===== src/rtl/pdm_capture_ctrl.sv =====
// pdm_capture_ctrl
//   Sequences one PDM microphone capture. It enables the PDM clock generator,
//   throws away the mic warm-up interval, packs PDM bits MSB first into
//   DATA_WIDTH-bit words and streams them out over AXI-Stream. TLAST is set on
//   the final word.
//
// Ports
//   clk            fabric clock
//   rst            asynchronous reset, active low
//   start          one-cycle pulse, begins a capture (only accepted in IDLE)
//   stop           one-cycle pulse, aborts a capture (wins over start)
//   num_words      words to capture, latched on an accepted start
//   m_clk_rising   bit-enable strobe from the clock generator
//   pdm_data       asynchronous microphone data
//   clkgen_rstn    active-low reset/enable to the clock generator
//   m_axis_*       AXI-Stream master (tdata/tvalid/tready/tlast)
//   busy           high in every state except IDLE and DONE
//   done           one-cycle pulse while in DONE
//   overflow       sticky, a completed word was dropped; cleared on start
module pdm_capture_ctrl #(
    parameter int DATA_WIDTH   = 16,
    parameter int CNT_WIDTH    = 16,
    parameter int WARMUP_EDGES = 1024
) (
    input  logic                  clk,
    input  logic                  rst,
    input  logic                  start,
    input  logic                  stop,
    input  logic [CNT_WIDTH-1:0]  num_words,
    input  logic                  m_clk_rising,
    input  logic                  pdm_data,
    output logic                  clkgen_rstn,
    output logic [DATA_WIDTH-1:0] m_axis_tdata,
    output logic                  m_axis_tvalid,
    input  logic                  m_axis_tready,
    output logic                  m_axis_tlast,
    output logic                  busy,
    output logic                  done,
    output logic                  overflow
);

    localparam int BW = (DATA_WIDTH > 1) ? $clog2(DATA_WIDTH) : 1;
    localparam logic [BW-1:0]        BIT_LAST  = BW'(DATA_WIDTH - 1);
    localparam logic [BW-1:0]        BIT_ONE   = BW'(1);
    localparam logic [CNT_WIDTH-1:0] WARM_LAST = CNT_WIDTH'(WARMUP_EDGES - 1);
    localparam logic [CNT_WIDTH-1:0] CNT_ONE   = CNT_WIDTH'(1);

    typedef enum logic [2:0] {
        S_IDLE,
        S_WARMUP,
        S_CAPTURE,
        S_FLUSH,
        S_DONE
    } state_t;

    state_t state, state_next;

    logic                  pdm_p0, pdm_p1;
    logic [CNT_WIDTH-1:0]  len_q;
    logic [CNT_WIDTH-1:0]  warm_cnt;
    logic [CNT_WIDTH-1:0]  words_sent;
    logic [BW-1:0]         bit_cnt;
    logic [DATA_WIDTH-1:0] shift_q;
    logic [DATA_WIDTH-1:0] hold_data;
    logic                  hold_last;
    logic                  hold_vld;
    logic                  overflow_q;

    logic                  start_ok;
    logic                  beat_acc;
    logic                  word_done;
    logic                  load;
    logic                  load_last;
    logic [DATA_WIDTH-1:0] word_full;

    assign start_ok  = start && !stop;
    assign beat_acc  = hold_vld && m_axis_tready;
    assign word_full = {shift_q[DATA_WIDTH-2:0], pdm_p1};
    // A stop in the same cycle discards the word being completed.
    assign word_done = (state == S_CAPTURE) && m_clk_rising && !stop
                       && (bit_cnt == BIT_LAST);
    // The holding register takes a new word when empty or draining this cycle.
    assign load      = word_done && (!hold_vld || beat_acc);
    assign load_last = load && (words_sent == len_q - CNT_ONE);

    assign m_axis_tdata  = hold_data;
    assign m_axis_tvalid = hold_vld;
    assign m_axis_tlast  = hold_last;
    assign overflow      = overflow_q;

    always_ff @(posedge clk or negedge rst) begin
        if (!rst) begin
            state <= S_IDLE;
        end else begin
            state <= state_next;
        end
    end

    always_comb begin
        state_next  = state;
        clkgen_rstn = 1'b0;
        busy        = 1'b0;
        done        = 1'b0;
        case (state)
            S_IDLE: begin
                if (start_ok) begin
                    state_next = (num_words == '0) ? S_DONE : S_WARMUP;
                end
            end
            S_WARMUP: begin
                clkgen_rstn = 1'b1;
                busy        = 1'b1;
                if (stop) begin
                    state_next = S_FLUSH;
                end else if (m_clk_rising && (warm_cnt == WARM_LAST)) begin
                    state_next = S_CAPTURE;
                end
            end
            S_CAPTURE: begin
                clkgen_rstn = 1'b1;
                busy        = 1'b1;
                if (stop || load_last) begin
                    state_next = S_FLUSH;
                end
            end
            S_FLUSH: begin
                busy = 1'b1;
                if (!hold_vld) begin
                    state_next = S_DONE;
                end
            end
            S_DONE: begin
                done       = 1'b1;
                state_next = S_IDLE;
            end
            default: begin
                state_next = S_IDLE;
            end
        endcase
    end

    always_ff @(posedge clk or negedge rst) begin
        if (!rst) begin
            pdm_p0     <= 1'b0;
            pdm_p1     <= 1'b0;
            len_q      <= '0;
            warm_cnt   <= '0;
            words_sent <= '0;
            bit_cnt    <= '0;
            shift_q    <= '0;
            hold_data  <= '0;
            hold_last  <= 1'b0;
            hold_vld   <= 1'b0;
            overflow_q <= 1'b0;
        end else begin
            // Stage p0 -> p1: two-flop synchroniser for the mic data
            pdm_p0 <= pdm_data;
            pdm_p1 <= pdm_p0;

            case (state)
                S_IDLE: begin
                    if (start_ok) begin
                        len_q      <= num_words;
                        overflow_q <= 1'b0;
                        warm_cnt   <= '0;
                        words_sent <= '0;
                        bit_cnt    <= '0;
                        shift_q    <= '0;
                    end
                end
                S_WARMUP: begin
                    if (!stop && m_clk_rising && (warm_cnt != WARM_LAST)) begin
                        warm_cnt <= warm_cnt + CNT_ONE;
                    end
                end
                S_CAPTURE: begin
                    if (stop) begin
                        bit_cnt <= '0;
                        shift_q <= '0;
                    end else if (m_clk_rising) begin
                        shift_q <= word_full;
                        bit_cnt <= (bit_cnt == BIT_LAST) ? '0 : bit_cnt + BIT_ONE;
                    end
                end
                default: begin
                end
            endcase

            if (load) begin
                hold_data <= word_full;
                hold_last <= load_last;
                hold_vld  <= 1'b1;
                if (words_sent != '1) begin
                    words_sent <= words_sent + CNT_ONE;
                end
            end else if (beat_acc) begin
                hold_vld <= 1'b0;
            end

            if (word_done && !load) begin
                overflow_q <= 1'b1;
            end

            // An aborted capture closes the stream on whatever word is pending.
            if (stop && hold_vld && ((state == S_WARMUP) || (state == S_CAPTURE))) begin
                hold_last <= 1'b1;
            end
        end
    end

endmodule


===== config.mk =====
export PLATFORM = sky130hd
export DESIGN_NAME = pdm_capture_ctrl
export DESIGN_NICKNAME = d
export VERILOG_FILES = /design/src/rtl/pdm_capture_ctrl.sv
export SDC_FILE = /design/constraint.sdc
export NUM_CORES = 1
export LEC_CHECK = 0
export ABC_AREA = 0
export BUFFER_PORTS_ARGS = -buffer_cell sky130_fd_sc_hd__buf_2
export CAP_MARGIN = 20
export CORE_UTILIZATION = 53
export DETAILED_ROUTE_END_ITERATION = 12
export GPL_TIMING_DRIVEN = 1
export HOLD_SLACK_MARGIN = 0.12
export PLACE_DENSITY = 0.76
export SLEW_MARGIN = 20
export SYNTH_ARGS = -nofsm -noshare
export SYNTH_HDL_FRONTEND = slang
export SYNTH_SLANG_ARGS = --single-unit

===== constraint.sdc =====
create_clock -name clk -period 2.3 [get_ports clk]
set_input_delay 0 -clock clk [delete_from_list [all_inputs] [get_ports clk]]
set_output_delay 0 -clock clk [all_outputs]
set_load 0.01 [all_outputs]

==> results by stage <==
Drt:
- The routed wire length per instance is ~15 microns.
- Wires add up to 10700 microns.
- Detailed routing placed a total of 5160 microns of wire on met2.
- The detail route stage leaves a number of antenna-violating nets equal to 0.
- The post-detailed-route DRC marker count is 0.
- The number of DRC violations after detailed-routing iteration 0 is 167.
- For this block, wires on met1 add up to 4770 microns.
- For this run, the detailed router's first-pass iteration total came to 4.
- The detailed route wirelength on metal3 is 514 microns.
- The top metal layer carrying routed signals is met4.
- The average via count per standard cell is approximately 5.5.
- The total via count after detailed routing is 3966.

Critical path:
- Measured in cells, the most critical reg-to-reg path has a length of 10.
- The data arrival time of the critical path is 2.66 ns.
- The startpoint identified for the worst register-to-register timing path is len_q[1].
- At the worst endpoint, the required time is around 2.6 ns.
- The critical path is of the reg2reg type.
- STA classifies the critical path endpoint as a flip-flop.
- The endpoint identified for the worst register-to-register timing path is state[0].
- Of all nets on the critical path, the largest fanout is 5.
- The worst setup path is launched from a flip-flop.
- The setup check on the worst reg-to-reg path leaves a slack of -0.07 ns.

Timing:
- The final number of setup-violating endpoints is 2.
- Of the available clock period, the critical path in the final layout requires 1.03.
- Between clock sinks in the finished design, the worst skew comes to 0.0112 ns.
- The final number of max-transition violations came to 0.
- In this run the tightest slew margin relative to its limit is 0.576.
- Once routing completed, OpenROAD measured the worst setup slack at -0.0748 ns.
- The shortest period the worst path allows is 2.37 ns.
- The slew at the pin closest to its max-slew limit is 0.636 ns.
- The number of endpoints with negative hold slack in the final report is 0.
- The upper clock frequency limit is 0.421 GHz.
- Setup repair after global routing could not meet its margin everywhere.

Clock tree:
- For the worst-skew pair, the clock arrives at the later sink with an insertion delay of about 0.36 ns.
- The H-tree generated during clock tree synthesis spans 3 levels.
- The master cell of the clock root buffer is sky130_fd_sc_hd__clkbuf_8.
- The number of clock buffers inserted by TritonCTS is 9.
- The TritonCTS clock tree is yes.
- The clock passes through at most 2 buffers.
- The total clock sinks is 91.
- The clock input transition at the sequential cells of the worst setup and hold paths is 0.09 ns.

Status:
- The run finished, with violations left.
- The final reports fail on negative setup slack.

Hold path:
- The kind of path behind the tightest hold check is in2async.

Logic synthesis:
- Among all flip-flop cells after synthesis, the most frequent one is sky130_fd_sc_hd__dfrtp_1.
- Ranked by total cell area, the synthesized netlist is headed by sky130_fd_sc_hd__dfrtp_1, sky130_fd_sc_hd__nand2_1, sky130_fd_sc_hd__xnor2_1, sky130_fd_sc_hd__o21ai_0, sky130_fd_sc_hd__xor2_1.
- Synthesis inferred between 90 and 100 register bits.
- Ranked by instance count, the synthesized netlist is headed by sky130_fd_sc_hd__nand2_1, sky130_fd_sc_hd__dfrtp_1, sky130_fd_sc_hd__nor2_1.
- The share of the Yosys chip area taken by registers is 0.495.
- The count of cell types in the netlist is 49.
- The area share of the leading cell type in the synthesized netlist is 0.495.
- The number of flops mapped to enable cells by yosys is 0.
- The mapped netlist covers 4600 sq um.
- During synthesis, Yosys emitted a total of 0 warnings.
- After synthesis, the mean cell area works out to roughly 8.8 sq um.
- The number of nets in the synthesized netlist is 550.
- The cell type with the largest total area after synthesis is sky130_fd_sc_hd__dfrtp_1.
- For this run, asynchronously set or reset flops after synthesis account for 1.00.
- By instance count, the leading cell after synthesis is sky130_fd_sc_hd__nand2_1.
- The synthesized netlist cell count is 523.

Floorplan:
- The initial standard-cell utilization of the core is 0.555.
- The cell row count is 33.
- The die outline area is 9060 sq um.
- The overall die width is 95.2 microns.
- The die is 95.2 microns tall.
- In this run the standard cell core region covers roughly 8300 sq um.
- The total I/O pin count is 45.

Global routing:
- The initial antenna violation count is 0.
- The number of global-route vias before repair is just under 4000.
- The global-route wire length before repair is 17700 microns.
- The leftover overflow at the end of global routing is 0.
- The aggregate global-route resource usage is 0.254.
- Entering global routing, the biggest net connects 50 pins.

Job:
- The tool flagged a number of max-cap violations equal to 0.

Placed design:
- The HPWL after detailed placement is 7300 microns.
- Input and output buffers added on the ports amount to 44.
- The congestion estimate from routability-driven global placement came to roughly 0.86.
- The number of placed cells counting well taps is 674.
- The post-placement setup slack is -0.112 ns.

Layout:
- Once layout is complete, the cells apart from fillers number 715.
- The layout overhead on the synthesized area is 21.8%.
- The fraction of layout instances using a drive strength above 1 is 0.180.
- The number of nets at the end of the flow is 632.
- 0 antenna diodes ended up in the layout.

Power:
- For this design the static power due to leakage is 2.67 nW.
- The power density of the placed cells is 876 nW/um^2.
- Across the VDD grid, the largest voltage drop is 736 uV.
- Summing internal, switching and leakage power gives 4.91 mW.
[metal layers]
layer,global-route usage,vias up
li1,-,1930
met1,0.312,1903
met2,0.427,110
met3,0.0678,23
met4,0.0960,0
met5,0,-
[flip-flops by register name (all words and copies together) (netlist names)]
| register | flops |
|---|---|
| len_q | 16 |
| m_axis_tdata | 16 |
| warm_cnt | 16 |
| words_sent | 16 |
| shift_q | 15 |
| bit_cnt | 4 |
| state | 3 |
| m_axis_tlast | 1 |
| m_axis_tvalid | 1 |
| overflow | 1 |
| pdm_p0 | 1 |
| pdm_p1 | 1 |
[worst max-delay path by stage]
stage	slack [ns]	depth (start not counted)	from	endpoint
4_1_cts	0.01	10	len_q[1]	state[0]
2_1_floorplan	0.07	10	len_q[0]	state[0]
6_report	-0.07	10	len_q[1]	state[0]
5_1_grt	-0.20	10	len_q[1]	state[0]
3_5_place_dp	-0.11	9	len_q[0]	state[0]
3_3_place_gp	-0.04	9	len_q[0]	state[0]
[report_power, final]
part           switching [mW]  total (mW)  internal (mW)
Combinational            1.01        1.78          0.769
Clock                   0.595        1.11          0.515
Sequential              0.223        2.02           1.80
Total                    1.83        4.91           3.08
[logic make-up after synthesis]
logic type,share of synthesized area
AOI/OAI and AO/OA,0.0859
xor gates and xnor gates,0.0856
adders and majority gates,0.0109
buffers and inverters,0.0321
DFF,0.495
muxes,0.00218
and+or+nand+nor,0.288
[repair_timing]
| item | 4_1_cts | 5_1_grt |
|---|---|---|
| hold buffers | 23 | 0 |
| pin swaps | 3 | 7 |
| resized for setup | 7 | 10 |
| endpoints found under the hold margin | 67 | 0 |
| setup buffers | 1 | 1 |
| endpoints found under the setup margin | 2 | 3 |
[per-stage QoR]
step	hold WS [ns]	setup TNS, ns	utilization	area [sq um]
after detailed placement	0.0598	-0.197	0.611	5070
after floorplan	-0.296	0	-	4600
after global placement	0.0501	-0.0380	0.611	5070
after CTS	0.209	0	0.669	5550
final	0.177	-0.0904	0.676	5610
after global routing	0.251	-0.295	0.676	5610
[final cells by class]
class                           instances  area (sq um)
Fill cell                             639          2690
Sequential cell                        91          2280
Multi-Input combinational cell        395          2270
Timing Repair Buffer                   96           687
Tap cell                              105           131
Clock buffer                           10           128
Clock inverter                          6          70.1
Inverter                               12          45.0
[layout by cell type (no fill, tap or decap), types with 2 or more instances in the layout]
cell	synthesis	layout
sky130_fd_sc_hd__ha_1	4	3
sky130_fd_sc_hd__xor2_1	20	20
sky130_fd_sc_hd__dfrtp_1	91	91
sky130_fd_sc_hd__and2_1	4	4
sky130_fd_sc_hd__buf_4	1	28
sky130_fd_sc_hd__nor3_2	4	3
sky130_fd_sc_hd__nor3_4	0	2
sky130_fd_sc_hd__nand3_1	23	23
sky130_fd_sc_hd__nand2_1	152	152
sky130_fd_sc_hd__buf_2	4	43
sky130_fd_sc_hd__and4_1	6	5
sky130_fd_sc_hd__nand2b_1	3	3
sky130_fd_sc_hd__inv_6	0	3
sky130_fd_sc_hd__a21oi_1	5	5
sky130_fd_sc_hd__inv_2	0	2
sky130_fd_sc_hd__a311oi_1	2	2
sky130_fd_sc_hd__nor4_1	11	9
sky130_fd_sc_hd__o31ai_1	3	3
sky130_fd_sc_hd__and3_1	6	6
sky130_fd_sc_hd__dlygate4sd3_1	0	23
sky130_fd_sc_hd__clkbuf_8	0	9
sky130_fd_sc_hd__inv_1	12	10
sky130_fd_sc_hd__nor4b_4	1	2
sky130_fd_sc_hd__o21ai_0	35	35
sky130_fd_sc_hd__nor2_1	40	40
sky130_fd_sc_hd__nor4_2	0	2
sky130_fd_sc_hd__xnor2_1	25	24
sky130_fd_sc_hd__a211oi_1	3	3
sky130_fd_sc_hd__nand4_1	12	12
sky130_fd_sc_hd__nor2b_1	4	4
sky130_fd_sc_hd__o211ai_1	2	2
sky130_fd_sc_hd__a31oi_1	2	2
sky130_fd_sc_hd__nor3_1	5	4
sky130_fd_sc_hd__o21ai_1	3	2
sky130_fd_sc_hd__nand4b_1	2	2
[worst max-delay path: stages, from the launching register on]
cell and delay, ns:
sky130_fd_sc_hd__dfrtp_1 0.40, sky130_fd_sc_hd__inv_2 0.08, sky130_fd_sc_hd__ha_4 0.13, sky130_fd_sc_hd__or4b_4 0.52
sky130_fd_sc_hd__buf_6 0.17, sky130_fd_sc_hd__xnor2_2 0.13, sky130_fd_sc_hd__nor4_2 0.31, sky130_fd_sc_hd__nand2_1 0.14
sky130_fd_sc_hd__o21ai_2 0.08, sky130_fd_sc_hd__nand4_1 0.17, sky130_fd_sc_hd__a21oi_1 0.18
(Power assumes the default switching activity.)
